**src/rtl/alu_muldiv_seq.sv**
```systemverilog
// Sequential 32-bit unsigned multiply / divide that borrows the shared ALU (add/sub) once per cycle.
// 33-cycle latency from accepted start to done; divide-by-zero completes in one cycle.
module alu_muldiv_seq #(
  parameter logic [31:0] DIVZ_QUO = 32'hFFFF_FFFF
) (
  input  logic        clk,
  input  logic        rst,
  input  logic        start,
  input  logic        op,
  input  logic [31:0] opa,
  input  logic [31:0] opb,
  output logic        busy,
  output logic        done,
  output logic [31:0] result_lo,
  output logic [31:0] result_hi,
  output logic        div_zero,
  output logic [31:0] alu_a,
  output logic [31:0] alu_b,
  output logic [2:0]  alu_op,
  input  logic [31:0] alu_out
);

  typedef enum logic [1:0] {IDLE, MUL, DIV, DONE} state_t;

  state_t      state_q;
  logic [5:0]  cnt_q;
  logic [31:0] hi_q, lo_q, mcand_q;
  logic [31:0] res_lo_q, res_hi_q;
  logic        busy_q, done_q, divz_q;

  logic [31:0] hi_d, lo_d, sh;
  logic        carry, ge;

  // hi/lo hold {hi, lo} while multiplying and {rem, quo} while dividing
  always_comb begin
    alu_a  = 32'd0;
    alu_b  = 32'd0;
    alu_op = 3'b000;
    sh     = {hi_q[30:0], lo_q[31]};
    carry  = 1'b0;
    ge     = 1'b0;
    hi_d   = hi_q;
    lo_d   = lo_q;
    case (state_q)
      MUL: begin
        alu_a = hi_q;
        alu_b = lo_q[0] ? mcand_q : 32'd0;
        carry = (alu_out < hi_q);
        hi_d  = {carry, alu_out[31:1]};
        lo_d  = {alu_out[0], lo_q[31:1]};
      end
      DIV: begin
        alu_op = 3'b001;
        alu_a  = sh;
        alu_b  = mcand_q;
        // rem[31] set means the 33-bit shifted remainder already exceeds any divisor
        ge     = hi_q[31] | (sh >= mcand_q);
        hi_d   = ge ? alu_out : sh;
        lo_d   = {lo_q[30:0], ge};
      end
      default: ;
    endcase
  end

  always_ff @(posedge clk) begin
    if (rst) begin
      state_q  <= IDLE;
      cnt_q    <= 6'd0;
      hi_q     <= 32'd0;
      lo_q     <= 32'd0;
      mcand_q  <= 32'd0;
      res_lo_q <= 32'd0;
      res_hi_q <= 32'd0;
      busy_q   <= 1'b0;
      done_q   <= 1'b0;
      divz_q   <= 1'b0;
    end else begin
      case (state_q)
        IDLE, DONE: begin
          done_q  <= 1'b0;
          state_q <= IDLE;
          if (start) begin
            res_lo_q <= 32'd0;
            res_hi_q <= 32'd0;
            divz_q   <= 1'b0;
            cnt_q    <= 6'd0;
            hi_q     <= 32'd0;
            if (!op) begin
              state_q <= MUL;
              busy_q  <= 1'b1;
              lo_q    <= opb;
              mcand_q <= opa;
            end else if (opb != 32'd0) begin
              state_q <= DIV;
              busy_q  <= 1'b1;
              lo_q    <= opa;
              mcand_q <= opb;
            end else begin
              state_q  <= DONE;
              done_q   <= 1'b1;
              res_lo_q <= DIVZ_QUO;
              res_hi_q <= opa;
              divz_q   <= 1'b1;
            end
          end
        end
        default: begin
          hi_q  <= hi_d;
          lo_q  <= lo_d;
          cnt_q <= cnt_q + 6'd1;
          if (cnt_q == 6'd31) begin
            state_q  <= DONE;
            busy_q   <= 1'b0;
            done_q   <= 1'b1;
            res_lo_q <= lo_d;
            res_hi_q <= hi_d;
          end
        end
      endcase
    end
  end

  assign busy      = busy_q;
  assign done      = done_q;
  assign result_lo = res_lo_q;
  assign result_hi = res_hi_q;
  assign div_zero  = divz_q;

endmodule

```
**config.mk**
```make
export PLATFORM = sky130hd
export DESIGN_NAME = alu_muldiv_seq
export DESIGN_NICKNAME = d
export VERILOG_FILES = /design/src/rtl/alu_muldiv_seq.sv
export SDC_FILE = /design/constraint.sdc
export NUM_CORES = 1
export LEC_CHECK = 0
export ABC_AREA = 1
export CAP_MARGIN = 25
export CORE_AREA = 3 3 120 208
export CTS_CLUSTER_DIAMETER = 50
export DETAILED_ROUTE_END_ITERATION = 16
export DIE_AREA = 0 0 123 211
export PLACE_DENSITY = 0.74
export SLEW_MARGIN = 20
export SYNTH_ARGS = -nofsm -noshare
export SYNTH_HDL_FRONTEND = slang
export SYNTH_SLANG_ARGS = --single-unit
```
**constraint.sdc**
```tcl
create_clock -name clk -period 2.5 [get_ports clk]
set_input_delay 0.375 -clock clk [delete_from_list [all_inputs] [get_ports clk]]
set_output_delay 0.375 -clock clk [all_outputs]
set_load 0.02 [all_outputs]
```
* Yosys cells after proc, flatten, opt, wreduce, memory -nomap -nowiden
Cells that the tools add are included.
** Word-level totals
- Input bits :: 100
- Output and inout bits :: 134
- Flip-flop bits (word level) :: 171
** Operators by class
- Bitwise operators :: 1
- Reduce and logical (&&, ||, !) cells :: 9
- Add/subtract/negate cells :: 1
- $lt $le $gt $ge :: 2
- Equality and inequality tests :: 7
- Muxes and demuxes :: 42
** Operators by type and width (count)
- $mux W32 :: 20
- $pmux W32 S2 :: 4
- $ge A32 B32 Y1 :: 1
- $lt A32 B32 Y1 :: 1
- $reduce_bool A32 Y1 :: 1
- $mux W1 :: 12
- $mux W6 :: 2
- $mux W2 :: 4
- $add A6 B1 Y6 const B :: 1
- $eq A6 B5 Y1 const B :: 1
- $reduce_and A2 Y1 :: 3
- $reduce_and A3 Y1 :: 2
- $eq A2 B2 Y1 const B :: 2
- $ne A3 B3 Y1 const B :: 1
- $eq A2 B1 Y1 const B :: 1
- $logic_not A2 Y1 :: 1
- $ne A2 B1 Y1 const B :: 1
- $ne A2 B2 Y1 const B :: 1
- $reduce_bool A2 Y1 :: 1
- $reduce_or A2 Y1 :: 1
- $or A1 B1 Y1 :: 1

* Logic depth before layout (Yosys ltp)
Gate-level depths: netlist (run 1).
- Word-level depth :: 6
- Gate-level depth with buffers :: 19

* Least setup slack after synthesis (run 1)
Ideal clock, no wire load.
- Path type :: reg-to-output
- From :: reg state_q[0]
- To :: out alu_a[0]
- Arrival time :: 1.714 ns
- Setup slack :: 0.411 ns
- Data required time :: 2.125 ns
- Buffers on the path :: 2
- Stages on the path, launching flop included :: 7
- Cell sequence :: dfxtp_1 > inv_1 > ha_1 > clkbuf_1 > buf_1 > nand2_1 > a21oi_1
** Between the ends
- Longest elaborated chain between the ends :: 2
- Elaborated cells between the ends (all ways) :: 3
** Ends and longest elaborated chain
- from (decl) :: RTL line 25 : state_t state_q;
- from (signal assigned) :: RTL line 67 : state_q <= IDLE;
- from (signal assigned) :: RTL line 81 : state_q <= IDLE;
- from (signal assigned) :: RTL line 89 : state_q <= MUL;
- $eq A2 B2 Y1 / $eq A2 B1 Y1 (equally long branches) :: RTL line 44 : case (state_q)
- $pmux W32 S2 (*) :: RTL line 44
- to (decl) :: RTL line 17 : output logic [31:0] alu_a,
Mark *: on every way between the ends. The rest lies on a longest branch, timed or not.

* Worst setup path after layout (run 1)
- From :: reg mcand_q[31]
- To :: reg hi_q[16]
** Between the ends
- Longest elaborated chain between the ends :: 5
** Ends and longest elaborated chain
- from (decl) :: RTL line 27 : logic [31:0] hi_q, lo_q, mcand_q;
- from (signal assigned) :: RTL line 92 : mcand_q <= opa;
- from (signal assigned) :: RTL line 97 : mcand_q <= opb;
- $ge A32 B32 Y1 :: RTL line 57 : ge = hi_q[31] | (sh >= mcand_q);
- $or A1 B1 Y1 :: RTL line 57
- $mux W32 :: RTL line 58 : hi_d = ge ? alu_out : sh;
- $pmux W32 S2 :: RTL line 44
- $mux W32 :: RTL line 78 : case (state_q)
- to (signal assigned) :: RTL line 108 : hi_q <= hi_d;
- to (decl) :: RTL line 27
Every way passes these cells.
A chain may end at the register's enable or synchronous reset.

==> results of run 1 <==
[cells in the final DEF, fill, tap and decap left out, types with 6 or more instances in the layout]
cell type,n
nand2_1,443
a21oi_1,204
a211oi_1,36
a31oi_1,8
ha_1,64
o21ai_0,81
dlygate4sd2_1,21
nor3_1,35
o21ai_1,28
clkbuf_16,20
clkdlybuf4s50_1,166
inv_1,153
a22oi_1,30
o22ai_1,31
nor4_1,6
a21oi_2,17
dfxtp_1,171
buf_4,62
nor2_1,55
buf_12,11
nand3_1,70
dlymetal6s2s_1,12
clkbuf_2,31
[logic make-up (layout without fill, tap and decap cells)]
group                    after synthesis  after routing  share of synthesized area
AND/OR/NAND/NOR                      634            634                      0.247
buffers and inverters                270            497                      0.105
AO/OA/AOI/OAI                        446            447                      0.243
other                                  1              5                   0.000357
flip-flops                           171            171                      0.326
adder cells (fa/ha/maj)               66             66                     0.0787
[flip-flops by register name, summed over array words and instances (netlist names)]
register / flops
mcand_q: 32
busy: 1
state_q: 2
hi_q: 32
result_lo: 32
lo_q: 32
done: 1
div_zero: 1
cnt_q: 6
result_hi: 32
[power groups by stage]
stage / sequential (mW) / clock, mW / combinational (mW)
3_3_place_gp: 3.85 / 0 / 5.97
3_5_place_dp: 3.86 / 0 / 6.07
2_1_floorplan: 4.20 / 0 / 3.31
5_1_grt: 3.89 / 2.90 / 6.93
6_report: 3.83 / 2.79 / 6.40
4_1_cts: 3.82 / 2.78 / 6.14
[what timing repair did]
action,4_1_cts,5_1_grt
buffers inserted,2,1
endpoints found under the setup margin,65,106
gates cloned,1,3
resized for setup,60,85
pin swaps,0,2
[layout make-up]
class                      instances  share of cell area
antenna                            3            0.000536
clock buffer                      18              0.0314
clock inverter                    12              0.0119
inverter                         157              0.0421
multi-input combinational       1149               0.431
sequential                       171               0.244
tap                              304              0.0272
timing repair buffer             310               0.211
[metrics by stage]
stage / std cells / hold WS, ns / utilization / instance area (sq um) / setup TNS [ns]
final: 2124 / 0.438 / 0.598 / 14000 / 0
after global routing: 2124 / 0.483 / 0.598 / 14000 / -0.665
after CTS: 2117 / 0.432 / 0.595 / 13900 / -2.51
after detailed placement: 2084 / 0.476 / 0.570 / 13300 / -17.42
after global placement: 2084 / 0.466 / 0.569 / 13300 / -17.25
after floorplan: 1589 / 0.446 / - / 10500 / 0
[how the worst max path moves through the flow]
stage / to / start / cells past startpoint / slack [ns]
CTS: alu_b[6] / state_q[0]$_SDFFE_PP0N_ / 5 / -0.23
global route: hi_q[27]$_SDFFE_PP0N_ / mcand_q[31]$_SDFFE_PP0P_ / 13 / -0.04
floorplan: alu_a[0] / state_q[0]$_SDFFE_PP0N_ / 6 / 0.41
detailed placement: result_hi[18]$_SDFFE_PP0P_ / opb[6] / 11 / -0.23
finish: hi_q[16]$_SDFFE_PP0N_ / mcand_q[31]$_SDFFE_PP0P_ / 14 / 0.04
global placement: alu_b[21] / state_q[1]$_SDFFE_PP0N_ / 6 / -0.26
[routing by layer]
| metal | GRT usage | share of wire | up-vias | wire length, microns |
|---|---|---|---|---|
| met3 | 0.0348 | 0.068 | 110 | 2610 |
| met4 | 0.132 | 0.046 | 2 | 1790 |
| li1 | - | - | 5749 | - |
| met1 | 0.352 | 0.39 | 5486 | 14900 |
| met5 | 0 | 0.00018 | - | 7 |
| met2 | 0.488 | 0.50 | 525 | 19300 |
[worst max-delay path, cell delays in order (launching register included)]
cell,delay [ns]
dfxtp_1,0.31
inv_1,0.09
ha_1,0.31
nand2_1,0.08
nor2_2,0.14
nand4_1,0.25
nor3b_2,0.31
nand2_2,0.13
nand2_4,0.12
clkbuf_16,0.19
nand2_1,0.06
nand3_1,0.06
nand2_1,0.05
nand2_1,0.11
a21oi_1,0.09
==> results.py, run 1 <==
metrics = {
    "synthesis": {
        "ys_seq_area_frac": 0.326,
        "synthCells": 1588,
        "synth_seq_cells": 171,
        "ys.flop_type": "dfxtp_1",
        "synthArstFlopShare": 0,
        "syn_avg_cell_area_sq_um": 6.61,
        "yosys.area.top_type_share": 0.326,
        "synth_edf_count": 0,
        "synth.distinct_cells": 44,
        "yosys.area.top_type": "dfxtp_1",
        "synthesis.area_sq_um": 10500,
        "netlist_top_cells_count": "446 x nand2_1, 205 x a21oi_1, 171 x dfxtp_1, 154 x inv_1, 81 x o21ai_0",
        "yosysWarnings": 0,
        "synth.most_common_cell": "nand2_1",
        "synth_area_leaders": "dfxtp_1 33%, nand2_1 16%, a21oi_1 9.8%, ha_1 7.9%, inv_1 5.5%",
    },
    "route": {
        "drcViolationCount": 0,
        "vias": 11900,
        "wirelength_mm": 38.6,
        "drt-wirelength-per-cell_microns": 18.2,
        "viasPerCell": 5.59,
        "drtPass1Iterations": 6,
        "ant_nets": 0,
        "drtIter0Drc": 947,
    },
    "setup_path": {
        "crit_required_ns": 2.78,
        "regToRegStartpoint": "mcand_q[31]$_SDFFE_PP0P_",
        "crit_arrival_ns": 2.73,
        "r2r_setup_slack_ns": 0.04,
        "timing.rr.end": "hi_q[16]$_SDFFE_PP0N_",
        "crit_path_end_kind": "register",
        "ff2ff_path_depth": 14,
        "path_class": "reg2reg",
        "critPathMaxFanout": 16,
        "start_kind": "register",
    },
    "floorplan": {
        "dieHeight_microns": 211,
        "start_util": 0.448,
        "rows": 74,
        "pin_count": 234,
        "dieArea_sq_um": 26000,
        "die_w_microns": 123,
        "coreArea_sq_um": 23400,
    },
    "cts": {
        "cts_tree": "done",
        "cts_max_level": 4,
        "cts_inserted_buffers": 17,
        "cts_sinks": 171,
        "clock-root-buffer": "clkbuf_16",
        "cts_max_path_buffers": 2,
        "worstSkewPairLatency_ns": 0.43,
        "ctsHoldBuffers": 0,
        "clkTransAtPathRegs_ns": 0.07,
    },
    "timing": {
        "period_needed_ns": 2.46,
        "slew_headroom": 0.452,
        "worst_pin_slew_ns": 0.822,
        "setup_slack_ns": 0.0449,
        "min_period_over_period": 0.982,
        "max_freq_mhz": 407,
        "drv_slew": 0,
        "skew_ns": 0.00955,
        "finalHoldViolations": 0,
        "setup_viol": 0,
    },
    "power_and_ir_drop": {
        "p_comb_frac": 0.492,
        "cellInternalPower_mw": 7.44,
        "power_leakage_nw": 6.20,
        "seqPwrFrac": 0.294,
        "power_density_nw_per_um2": 929,
        "power_mw": 13.0,
        "p_sw_mw": 5.58,
        "peakVddDrop_uv": 631,
        "swShare": 0.428,
        "power_frac_clock": 0.214,
    },
    "layout": {
        "syn2layout_area_growth_pct": 33.5,
        "multiInputGateArea_sq_um": 6040,
        "finalNetCount": 1972,
        "seqCellArea_sq_um": 3420,
        "final.fill_count": 2193,
        "drive_gt1_frac": 0.0996,
    },
    "grt": {
        "grt_remaining_overflow": 0,
        "grt_pass1_wl_mm": 58.8,
        "grt_antenna_before_repair": 4,
        "grt.total_usage": 0.284,
        "grt_max_degree": 73,
        "grt_pass1_vias": 11200,
    },
    "placement": {
        "gp_congestion": 0.949,
        "port-buffer-count": 231,
        "dp_hpwl_mm": 28.3,
        "place_ws_ns": -0.233,
    },
    "min_path": {
        "hold_path_end": "cnt_q[3]$_SDFFE_PP0N_",
        "hold_depth": 4,
        "hold_class": "in2reg",
        "hp-start": "rst",
    },
    "run": {
        "maxCapViolCount": 0,
    },
    "run_status": {
        "status": "finished, final reports clean",
    },
}
No activity file was read; power rests on OpenSTA's default activity.
==> run 2, diff against run 1 <==
- CAP_MARGIN: 25 -> not set
- RECOVER_POWER: not set -> 100
==> run 2 against run 1 <==
Global-route usage is the same. Power down 1.7%. Maximum frequency increased by 0.60%. Clock skew up 0.00086 ns. Count of clock-buffer cells in the layout is the same. Routed wire length about the same. Utilization fell by 0.55 points. Cell count is the same. Via count is essentially flat. Flip-flop and latch count unchanged. Design area decreased by 0.92%. Worst hold slack gained 0.0068 ns.
==> results.py, run 2 (same netlist as run 1, synthesis figures left out) <==
metrics = {
    "route": {
        "ant_nets": 0,
        "drt-wirelength-per-cell_microns": 18.2,
        "wirelength_mm": 38.6,
        "drtIter0Drc": 944,
        "viasPerCell": 5.59,
        "drtPass1Iterations": 7,
        "vias": 11900,
        "drcViolationCount": 0,
    },
    "layout": {
        "final_cell_mix": "445 x nand2_1, 204 x a21oi_1, 171 x dfxtp_1",
        "drive_gt1_frac": 0.0947,
        "design_area_sq_um": 13900,
        "finalNetCount": 1972,
        "final_common_cell": "nand2_1",
        "syn2layout_area_growth_pct": 32.3,
    },
    "setup_path": {
        "path_class": "reg2out",
        "crit_required_ns": 2.12,
        "start_kind": "register",
        "crit_arrival_ns": 2.07,
        "crit_path_end_kind": "output pin",
        "critPathMaxFanout": 26,
    },
    "timing": {
        "worst_pin_slew_ns": 0.832,
        "period_needed_ns": 2.44,
        "max_freq_mhz": 410,
        "slew_headroom": 0.445,
        "skew_ns": 0.0104,
        "setup_viol": 0,
        "drv_slew": 0,
        "final.setup.tns_ns": 0,
        "min_period_over_period": 0.976,
        "finalHoldViolations": 0,
    },
    "cts": {
        "worstSkewPairLatency_ns": 0.43,
        "cts_sinks": 171,
        "cts_inserted_buffers": 17,
        "cts_max_path_buffers": 2,
        "ctsHoldBuffers": 0,
        "clock-root-buffer": "clkbuf_16",
        "cts_tree": "done",
        "cts_max_level": 4,
        "clkTransAtPathRegs_ns": 0.07,
    },
    "grt": {
        "grt_pass1_vias": 11200,
        "grt_pass1_wl_mm": 58.8,
        "grt_antenna_before_repair": 4,
        "grt_max_degree": 73,
        "grt.total_usage": 0.284,
        "grt_remaining_overflow": 0,
    },
    "floorplan": {
        "dieHeight_microns": 211,
        "start_util": 0.448,
        "coreArea_sq_um": 23400,
        "dieArea_sq_um": 26000,
        "rows": 74,
        "die_w_microns": 123,
        "pin_count": 234,
    },
    "placement": {
        "gp_congestion": 0.949,
        "port-buffer-count": 231,
        "dp_hpwl_mm": 28.3,
        "placed_area_sq_um": 13300,
    },
    "run_status": {
        "status": "finished, final reports clean",
    },
    "power_and_ir_drop": {
        "power_density_nw_per_um2": 922,
        "power_leakage_nw": 6.11,
        "peakVddDrop_uv": 623,
    },
    "min_path": {
        "hold_class": "in2reg",
    },
    "run": {
        "maxCapViolCount": 0,
    },
}
## run 2: cell types whose count changed in the layout (fill, tap and decap cells not counted), sizes merged
cell | before | now
buf | 77 | 74
clkbuf | 52 | 67
clkdlybuf4s50 | 166 | 98
dlygate4sd3 | 0 | 68
dlymetal6s2s | 12 | 0
## run 2: area by class of cell
| cell class | count | area (sq um) |
|---|---|---|
| Tap cell | 304 | 380 |
| Multi-Input combinational cell | 1149 | 6030 |
| Timing Repair Buffer | 310 | 2840 |
| Sequential cell | 171 | 3420 |
| Fill cell | 2214 | 9550 |
| Clock buffer | 18 | 439 |
| Inverter | 157 | 589 |
| Clock inverter | 12 | 166 |
| Antenna cell | 3 | 7.51 |
## run 2: metal layers
metal,GRT usage,vias to the layer above,routed length [microns],share of wire
met5,0,-,7,0.00018
met4,0.132,2,1840,0.048
met3,0.0348,110,2640,0.068
met2,0.488,559,19200,0.50
met1,0.352,5457,14900,0.39
li1,-,5749,-,-
## run 2: worst paths after layout
path	startpoint	endpoint	slack, ns	cells past startpoint
worst max register to register	mcand_q[31]$_SDFFE_PP0P_	hi_q[16]$_SDFFE_PP0N_	0.10	14
worst min-delay path	rst	cnt_q[3]$_SDFFE_PP0N_	0.44	4
worst max-delay path	state_q[1]$_SDFFE_PP0N_	alu_a[7]	0.06	7
worst min register to register	lo_q[26]$_SDFFE_PP0P_	lo_q[26]$_SDFFE_PP0P_	0.48	2
## run 2: power by group
group | switching (mW) | internal [mW]
registers | 0.387 | 3.42
clock network | 1.16 | 1.61
logic | 3.97 | 2.24
total | 5.52 | 7.27
## run 2: repair_timing
item	in CTS	in global routing
gates resized for setup	60	85
setup endpoints to repair	65	106
pin swaps	0	2
cloned	1	3
setup buffers	2	1
## run 2: worst max-delay path: stages (launching register included)
cell	delay, ns
dfxtp_1	0.34
inv_1	0.09
ha_2	0.27
buf_4	0.21
buf_8	0.20
nand2_1	0.07
a21oi_1	0.23
clkbuf_2	0.22
## run 2: per-stage QoR
stage	cells	setup WS, ns	hold WS, ns	total power [mW]	utilization
finish	2124	0.0594	0.444	12.8	0.592
global route	2124	-0.0448	0.483	13.5	0.592
CTS	2117	-0.234	0.432	12.7	0.595
detailed placement	2084	-0.233	0.476	9.93	0.570
global placement	2084	-0.256	0.466	9.83	0.569
floorplan	1589	0.411	0.446	7.51	-
